`src/rtl/em_skid_buffer_if.sv`:
```
// Execute->Memory handshake bundle for em_skid_buffer.
// Handshake rule: a transfer happens on a rising clk edge exactly when
// valid and ready are both high in that cycle; valid never waits on ready,
// and a producer holding valid keeps its payload stable until the transfer.
// The slave modport is the buffer; the master modport is the surroundings
// (Execute stage, hazard unit and Memory stage together).
interface em_skid_buffer_if #(
  parameter int CTRL_W = 8,
  parameter int DATA_W = 16,
  parameter int ADDR_W = 3,
  parameter int CNT_W  = 16
);
  // upstream (Execute) side
  logic              in_valid;
  logic              in_ready;
  logic [CTRL_W-1:0] controlSignals_in;
  logic [DATA_W-1:0] ALUData_in;
  logic [DATA_W-1:0] ReadData2_in;
  logic [ADDR_W-1:0] WriteAdd_in;
  // hazard unit
  logic              flush;
  // downstream (Memory) side
  logic              out_valid;
  logic              out_ready;
  logic [CTRL_W-1:0] controlSignals_out;
  logic [DATA_W-1:0] ALUData_out;
  logic [DATA_W-1:0] ReadData2_out;
  logic [ADDR_W-1:0] WriteAdd_out;
  // observability
  logic [CNT_W-1:0]  stall_cycles;
  logic [1:0]        dbg_state;

  modport slave (
    input  in_valid, controlSignals_in, ALUData_in, ReadData2_in, WriteAdd_in,
    input  flush, out_ready,
    output in_ready, out_valid, controlSignals_out, ALUData_out,
    output ReadData2_out, WriteAdd_out, stall_cycles, dbg_state
  );

  modport master (
    output in_valid, controlSignals_in, ALUData_in, ReadData2_in, WriteAdd_in,
    output flush, out_ready,
    input  in_ready, out_valid, controlSignals_out, ALUData_out,
    input  ReadData2_out, WriteAdd_out, stall_cycles, dbg_state
  );
endinterface

```
`src/rtl/em_skid_buffer.sv`:
```
// Execute->Memory pipeline register with a 2-entry skid (main + skid).
// The main entry always drives the outputs; the skid entry catches the one
// instruction that arrives while Memory is stalled, so in_ready can be a
// pure register output and no instruction is ever dropped or duplicated.
// State is the pair {main_v, skid_v}: EMPTY=00, ONE=10, TWO=11, exposed on
// dbg_state.
// Optional build macro EM_BUF_STALL_CNT_EN: when defined, stall_cycles counts
// cycles with out_valid=1 and out_ready=0 (saturating, cleared by rst only);
// when undefined, stall_cycles is tied to zero.
module em_skid_buffer #(
  parameter int CTRL_W = 8,
  parameter int DATA_W = 16,
  parameter int ADDR_W = 3,
  parameter int CNT_W  = 16
) (
  input logic              clk,
  input logic              rst,
  em_skid_buffer_if.slave  bus
);

  localparam int PAY_W = CTRL_W + 2 * DATA_W + ADDR_W;

  typedef enum logic [1:0] {
    EMPTY = 2'b00,
    ONE   = 2'b10,
    TWO   = 2'b11
  } state_t;

  state_t            state_q;
  state_t            state_d;
  logic [PAY_W-1:0]  main_q;
  logic [PAY_W-1:0]  skid_q;
  logic [PAY_W-1:0]  in_pay;
  logic [CTRL_W-1:0] main_ctrl;
  logic              main_v;
  logic              skid_v;
  logic              acc;
  logic              dep;
  logic              main_ld_in;
  logic              main_ld_skid;
  logic              skid_ld;

  // The valid bits are the state encoding itself.
  assign main_v = state_q[1];
  assign skid_v = state_q[0];

  assign in_pay = {bus.controlSignals_in, bus.ALUData_in,
                   bus.ReadData2_in, bus.WriteAdd_in};

  // in_ready depends only on registered state and rst, never on out_ready.
  assign bus.in_ready  = ~skid_v & ~rst;
  assign bus.out_valid = main_v;
  assign acc           = bus.in_valid & bus.in_ready;
  assign dep           = main_v & bus.out_ready;

  // Next state and payload load enables; flush empties both entries and
  // drops any instruction accepted in the same cycle.
  always_comb begin
    state_d      = state_q;
    main_ld_in   = 1'b0;
    main_ld_skid = 1'b0;
    skid_ld      = 1'b0;
    if (bus.flush) begin
      state_d = EMPTY;
    end else begin
      case (state_q)
        EMPTY: begin
          if (acc) begin
            main_ld_in = 1'b1;
            state_d    = ONE;
          end
        end
        ONE: begin
          if (acc && dep) begin
            main_ld_in = 1'b1;
          end else if (acc) begin
            skid_ld = 1'b1;
            state_d = TWO;
          end else if (dep) begin
            state_d = EMPTY;
          end
        end
        TWO: begin
          // skid is always the younger entry, so it moves up on departure
          if (dep) begin
            main_ld_skid = 1'b1;
            state_d      = ONE;
          end
        end
        default: begin
          state_d = EMPTY;
        end
      endcase
    end
  end

  // State register; rst wins over flush and everything else.
  always_ff @(posedge clk) begin
    if (rst) begin
      state_q <= EMPTY;
    end else begin
      state_q <= state_d;
    end
  end

  // Payload registers load only on accept/refill events and otherwise hold.
  always_ff @(posedge clk) begin
    if (rst) begin
      main_q <= '0;
      skid_q <= '0;
    end else begin
      if (main_ld_in) begin
        main_q <= in_pay;
      end else if (main_ld_skid) begin
        main_q <= skid_q;
      end
      if (skid_ld) begin
        skid_q <= in_pay;
      end
    end
  end

  assign {main_ctrl, bus.ALUData_out, bus.ReadData2_out, bus.WriteAdd_out} = main_q;

  // A bubble must not carry any write or memory enable downstream.
  assign bus.controlSignals_out = main_v ? main_ctrl : '0;

  assign bus.dbg_state = state_q;

`ifdef EM_BUF_STALL_CNT_EN
  logic [CNT_W-1:0] stall_q;

  // Count back-pressured cycles, saturating; flush deliberately leaves it.
  always_ff @(posedge clk) begin
    if (rst) begin
      stall_q <= '0;
    end else if (main_v && !bus.out_ready && !(&stall_q)) begin
      stall_q <= stall_q + 1'b1;
    end
  end

  assign bus.stall_cycles = stall_q;
`else
  assign bus.stall_cycles = {CNT_W{1'b0}};
`endif

endmodule

```
`src/flat_wrapper.sv`:
```
// flat-port wrapper written by rule: the top's interface ports become plain ports
module em_skid_buffer_flat 
#(
  parameter int CTRL_W = 8,
  parameter int DATA_W = 16,
  parameter int ADDR_W = 3,
  parameter int CNT_W  = 16
)
  (clk, rst, bus_in_valid, bus_controlSignals_in, bus_ALUData_in, bus_ReadData2_in, bus_WriteAdd_in, bus_flush, bus_out_ready, bus_in_ready, bus_out_valid, bus_controlSignals_out, bus_ALUData_out, bus_ReadData2_out, bus_WriteAdd_out, bus_stall_cycles, bus_dbg_state);
  em_skid_buffer_if #(.CTRL_W(CTRL_W), .DATA_W(DATA_W), .ADDR_W(ADDR_W), .CNT_W(CNT_W)) bus_i ();
  input logic clk;
  input logic rst;
  input wire logic [$bits(bus_i.in_valid)-1:0] bus_in_valid;
  input wire logic [$bits(bus_i.controlSignals_in)-1:0] bus_controlSignals_in;
  input wire logic [$bits(bus_i.ALUData_in)-1:0] bus_ALUData_in;
  input wire logic [$bits(bus_i.ReadData2_in)-1:0] bus_ReadData2_in;
  input wire logic [$bits(bus_i.WriteAdd_in)-1:0] bus_WriteAdd_in;
  input wire logic [$bits(bus_i.flush)-1:0] bus_flush;
  input wire logic [$bits(bus_i.out_ready)-1:0] bus_out_ready;
  output wire logic [$bits(bus_i.in_ready)-1:0] bus_in_ready;
  output wire logic [$bits(bus_i.out_valid)-1:0] bus_out_valid;
  output wire logic [$bits(bus_i.controlSignals_out)-1:0] bus_controlSignals_out;
  output wire logic [$bits(bus_i.ALUData_out)-1:0] bus_ALUData_out;
  output wire logic [$bits(bus_i.ReadData2_out)-1:0] bus_ReadData2_out;
  output wire logic [$bits(bus_i.WriteAdd_out)-1:0] bus_WriteAdd_out;
  output wire logic [$bits(bus_i.stall_cycles)-1:0] bus_stall_cycles;
  output wire logic [$bits(bus_i.dbg_state)-1:0] bus_dbg_state;
  assign bus_i.in_valid = bus_in_valid;
  assign bus_i.controlSignals_in = bus_controlSignals_in;
  assign bus_i.ALUData_in = bus_ALUData_in;
  assign bus_i.ReadData2_in = bus_ReadData2_in;
  assign bus_i.WriteAdd_in = bus_WriteAdd_in;
  assign bus_i.flush = bus_flush;
  assign bus_i.out_ready = bus_out_ready;
  assign bus_in_ready = bus_i.in_ready;
  assign bus_out_valid = bus_i.out_valid;
  assign bus_controlSignals_out = bus_i.controlSignals_out;
  assign bus_ALUData_out = bus_i.ALUData_out;
  assign bus_ReadData2_out = bus_i.ReadData2_out;
  assign bus_WriteAdd_out = bus_i.WriteAdd_out;
  assign bus_stall_cycles = bus_i.stall_cycles;
  assign bus_dbg_state = bus_i.dbg_state;
  em_skid_buffer #(.CTRL_W(CTRL_W), .DATA_W(DATA_W), .ADDR_W(ADDR_W), .CNT_W(CNT_W)) u_core (.clk(clk), .rst(rst), .bus(bus_i));
endmodule
```
`config.mk`:
```
export PLATFORM = sky130hd
export DESIGN_NAME = em_skid_buffer_flat
export DESIGN_NICKNAME = d
export VERILOG_FILES = /design/src/rtl/em_skid_buffer_if.sv /design/src/rtl/em_skid_buffer.sv /design/src/flat_wrapper.sv
export SDC_FILE = /design/constraint.sdc
export NUM_CORES = 1
export LEC_CHECK = 0
export CORE_MARGIN = 3
export CORE_UTILIZATION = 48
export DETAILED_ROUTE_END_ITERATION = 7
export PLACE_DENSITY = 0.8
export SETUP_SLACK_MARGIN = 0.5
export SLEW_MARGIN = 0
export SYNTH_ARGS = -nofsm -noshare
export SYNTH_HDL_FRONTEND = slang
export SYNTH_SLANG_ARGS = --single-unit
```
`constraint.sdc`:
```
create_clock -name clk -period 2.5 [get_ports clk]
set_clock_uncertainty 0.05 [all_clocks]
set_input_delay 0.5 -clock clk [delete_from_list [all_inputs] [get_ports clk]]
set_output_delay 0.5 -clock clk [all_outputs]
set_load 0.005 [all_outputs]
```
# After elaboration in Yosys (flattened, before gate mapping)
# Cells that the tools add are included.
totals:
  regBits: 88
  output_inout_bits: 63
  input_bits: 48
op_classes:
  eq_ne: 6
  n_mux: 19
  bitwise_logic: 5
  reduce_logical: 5
ops:
  columns: ["op", "n"]
  rows:
  - ["$mux W43", 2]
  - ["$mux W2", 5]
  - ["$mux W1", 9]
  - ["$mux W8", 1]
  - ["$pmux W2 S3", 1]
  - ["$eq A2 B2 Y1 const B", 2]
  - ["$ne A2 B1 Y1 const B", 2]
  - ["$reduce_and A4 Y1", 1]
  - ["$and A1 B1 Y1", 3]
  - ["$ne A3 B1 Y1 const B", 1]
  - ["$logic_not A2 Y1", 1]
  - ["$ne A2 B2 Y1 const B", 1]
  - ["$not A1 Y1", 2]
  - ["$pmux W1 S2", 1]
  - ["$reduce_bool A2 Y1", 1]
  - ["$reduce_or A2 Y1", 1]
  - ["$logic_and A1 B1 Y1", 1]

# Logic depth before layout (Yosys ltp)
logic_depth:
  depth_word: 8
  depth_mapped: 9
  ltp_nobuf: 6

# Worst setup path after synthesis
# OpenSTA, ideal clock, no wires.
synth_path:
  path_kind: "flip-flop to flip-flop"
  start: "reg u_core.state_q[1], in the netlist u_core.bus.dbg_state[1]"
  end: "reg u_core.skid_q[0]"
  path_stages_with_launch: 8
  required_time_ns: 2.318
  slack_ns: 0.576
  synth_period_minus_slack_ns: 1.924
  arrival_time_ns: 1.742
  cell_sequence: "dfxtp_1 ha_1 nand4bb_1 or3b_2 clkbuf_1 buf_2 nand2_1 a21oi_1"
synth_between:
  elab_chain_cells: 5
  elab_cells_between_ends: 6
synth_rtl:
  columns: ["element", "line", "source"]
  rows:
  - ["from (decl)", "em_skid_buffer.sv:29", "state_t state_q;"]
  - ["from (signal assigned)", "em_skid_buffer.sv:102", "state_q <= state_d;"]
  - ["$and A1 B1 Y1", "em_skid_buffer.sv:54", "assign dep = main_v & bus.out_ready;"]
  - ["$logic_and A1 B1 Y1", "em_skid_buffer.sv:74", "if (acc && dep) begin"]
  - ["$mux W1", "em_skid_buffer.sv:74", null]
  - ["$mux W1 *", "em_skid_buffer.sv:66", "case (state_q)"]
  - ["$mux W1 *", "em_skid_buffer.sv:63", "if (bus.flush) begin"]
  - ["to (signal assigned)", "em_skid_buffer.sv:118", "skid_q <= in_pay;"]
  - ["to (decl)", "em_skid_buffer.sv:32", "logic [PAY_W-1:0] skid_q;"]
# Mark *: on every way between the ends. The rest lies on a longest branch, timed or not.
# A chain may end at the register's enable or synchronous reset.

# Final worst setup path
layout_path:
  start: "in bus_in_valid"
  end: "reg u_core.main_q[25]"
layout_between:
  elab_chain_cells: 6
  elab_cells_between_ends: 8
layout_rtl:
  columns: ["element", "line", "source"]
  rows:
  - ["from (decl)", "flat_wrapper.sv:13", "input wire logic [$bits(bus_i.in_valid)-1:0] bus_in_valid;"]
  - ["$and A1 B1 Y1 *", "em_skid_buffer.sv:53", "assign acc = bus.in_valid & bus.in_ready;"]
  - ["$logic_and A1 B1 Y1", "em_skid_buffer.sv:74", null]
  - ["$mux W1", "em_skid_buffer.sv:74", null]
  - ["$pmux W1 S2 *", "em_skid_buffer.sv:66", null]
  - ["$mux W1 *", "em_skid_buffer.sv:63", null]
  - ["$mux W43 or $reduce_bool A2 Y1 (tied branches)", null, null]
  - ["to (signal assigned)", "em_skid_buffer.sv:113", "main_q <= in_pay;"]
  - ["to (signal assigned)", "em_skid_buffer.sv:115", "main_q <= skid_q;"]
  - ["to (decl)", "em_skid_buffer.sv:31", "logic [PAY_W-1:0] main_q;"]
# Marks and branches as above.

==> results.sh <==
export IMPL_crit_path_max_fanout=22
export IMPL_layoutNonFillerInstCount=670
export IMPL_numCtsBuffers=9
export IMPL_ys_ff_latch=88
export IMPL_gp_congestion=0.793
export IMPL_hold_path_class="reg2reg"
export IMPL_cpLargestDelayFamily="buffers and inverters"
export IMPL_grt_max_degree=47
export IMPL_core_um2=7930
export IMPL_routed_wl_mm=9.41
export IMPL_grtUsageTotal_pct=19.3
export IMPL_dp_cells=652
export IMPL_setup_tns_ps=0
export IMPL_startpoint_type="primary input"
export IMPL_setup_violations_final=0
export IMPL_path_clk_slew_ps=80
export IMPL_grt_util_met3_pct=5.89
export IMPL_final_nets=615
export IMPL_synth_area_per_cell_um2=7.76
export IMPL_area_growth_synth_to_final_pct=22.3
export IMPL_dp_hpwl_mm=6.28
export IMPL_fin_crit_ps=2000
export IMPL_ys_warn_count=0
export IMPL_drtPass1Iterations=5
export IMPL_synthesis_area_um2=4030
export IMPL_antenna_cells=0
export IMPL_async_flop_share_pct=0
export IMPL_synth_cell_types=29
export IMPL_fmaxAchievable_mhz=500
export IMPL_dpl_worst_slack_ps=81.7
export IMPL_place_port_buffers=94
export IMPL_h_tree_depth=3
export IMPL_clock_path_buffers=2
export IMPL_status="finished, final reports clean"
export IMPL_die_w_um=97.6
export IMPL_fin_crit_sh_pct=79.9
export IMPL_initial_core_util_pct=50.8
export IMPL_worst_slew_pin_slew_ps=514
export IMPL_met2_usage_pct=33.6
export IMPL_total_power_mw=2.64
export IMPL_hold_path_depth=2
export IMPL_ant_nets=0
export IMPL_cp_num_cells=6
export IMPL_clkSinkCount=88
export IMPL_crit_slowest_cell="clkdlybuf4s50_1"
export IMPL_p_per_area_nw_per_um2=536
export IMPL_die_h_um=97.6
export IMPL_grt_first_pass_wirelength_mm=15.3
export IMPL_leakage_nw=1.66
export IMPL_grt_pass1_vias=3316
export IMPL_finalHoldWorstSlack_ps=409
export IMPL_drt_initial_drc_count=170
export IMPL_peakVddDrop_mv=0.306
export IMPL_r2r_cells=7
export IMPL_hold_viol_final=0
export IMPL_synth_edf_count=0
export IMPL_drive_above_1_share_pct=7.22
export IMPL_grt_met1_usage_pct=23.7
export IMPL_die_area_um2=9520
export IMPL_setup_worst_path_end_class="flip-flop"
export IMPL_overflow=0
export IMPL_hold_buffers=0
export IMPL_slew_headroom_pct=65.7
export IMPL_grt_busiest_layer="met2"
export IMPL_crit_type="in2reg"
export IMPL_rsz0062_at_grt="true"
export IMPL_worstPathRequired_ps=2680
export IMPL_drc=0
export IMPL_wl_per_cell_um=14.0
export IMPL_viasPerCell=5.26
export IMPL_grt_antenna_before_repair=0
export IMPL_synthCells=519
export IMPL_critical_path_buf_inv_count=2
export IMPL_cts_tree="yes"
export IMPL_synth_main_ff_cell="dfxtp_1"
export IMPL_slew_viol_final=0
export IMPL_r2r_slack_ps=610
export IMPL_ios=111
export IMPL_dr_total_vias=3526
export IMPL_arrival_ps=2170
export IMPL_worstPathCellList="clkdlybuf4s50_1 -> or3b_4 -> o311a_2 -> buf_12 -> nand2_1 -> o211ai_1"
export IMPL_clock_latency_ps=350
export IMPL_cpPeakStageDelay_ps=470
export IMPL_setup_ws_ps=502
export IMPL_drv_cap=0
export IMPL_rows=32
export IMPL_seq_area_frac_synth_pct=43.8
export IMPL_cts_root_buf="clkbuf_8"
## final timing paths
| check | startpoint | end |
|---|---|---|
| min | u_core.skid_q[40]$_SDFFE_PP0P_ | u_core.skid_q[40]$_SDFFE_PP0P_ |
| max reg2reg | u_core.bus.dbg_state[1]$_SDFFE_PP0P_ | u_core.skid_q[36]$_SDFFE_PP0P_ |
| min reg2reg | u_core.skid_q[40]$_SDFFE_PP0P_ | u_core.skid_q[40]$_SDFFE_PP0P_ |
| max | bus_in_valid | u_core.main_q[25]$_SDFFE_PP0P_ |
## sequential cells by signal (all words and copies together) (netlist names)
name / cells
u_core.skid_q: 43
u_core.bus.dbg_state: 2
u_core.main_q: 43
## synth_stat cells, types with 3 or more instances
library cell,number,share of area [%]
nand2_1,175,16
dfxtp_1,88,44
buf_4,52,9.7
a21oi_1,44,5.5
nand3_1,43,5.3
o211ai_1,43,8.0
clkbuf_1,20,1.9
buf_2,15,1.9
and2_1,8,1.2
buf_6,4,1.1
ha_1,4,1.2
nor2_1,4,0.37
inv_1,3,0.28
## power breakdown
group	switching [mW]	leakage (nW)	total, mW	internal (mW)
clock	0.524	0.0875	0.893	0.369
combinational	0.143	0.855	0.297	0.154
sequential	0.0160	0.713	1.45	1.43
total	0.683	1.66	2.64	1.95
## cell families (layout without fill, tap and decap cells)
kind of cell	count (synthesis)	in the layout	synth area share (%)
mux	1	1	0.249
fa+ha+maj	4	4	1.24
simple gates	237	237	25.0
flops	88	88	43.8
compound gates	94	94	14.8
other cells	1	16	0.0932
buf+inv	94	128	14.8
## repair_timing
item                       4_1_cts  5_1_grt
setup endpoints to repair       74       80
hold endpoints to repair         0        0
setup buffers                    2        0
pin swaps                        0        1
gates resized for setup         12        3
## cell usage in the layout (no fill, tap or decap), types with 9 or more instances in the layout
| cell type | count |
|---|---|
| nand2_1 | 175 |
| dfxtp_1 | 86 |
| clkdlybuf4s50_1 | 85 |
| a21oi_1 | 44 |
| nand3_1 | 43 |
| o211ai_1 | 43 |
| conb_1 | 16 |
| clkbuf_8 | 9 |
| buf_4 | 9 |
## worst min-delay path: stages, from the launching register on
cell and delay (ps):
dfxtp_1 320, nand2_1 50, a21oi_1 50
## routing by layer
metal	vias up	routed length, um
li1	1745	-
met1	1655	4030
met4	0	62
met2	121	4720
met5	-	0
met3	5	594
## cell type report
cell class	instances	area [um2]
timing repair buffer	109	1090
multi-input combinational	352	1750
tap	102	128
sequential	88	1770
clock buffer	9	124
fill	704	3010
inverter	3	11.3
clock inverter	7	53.8
## through the flow
stage / utilization, % / area (um2)
finish: 62.1 / 4920
global route: 62.1 / 4920
CTS: 62.0 / 4910
detailed placement: 59.5 / 4720
global placement: 59.5 / 4720
floorplan: - / 4080
Power figures use the tool's default switching activity.
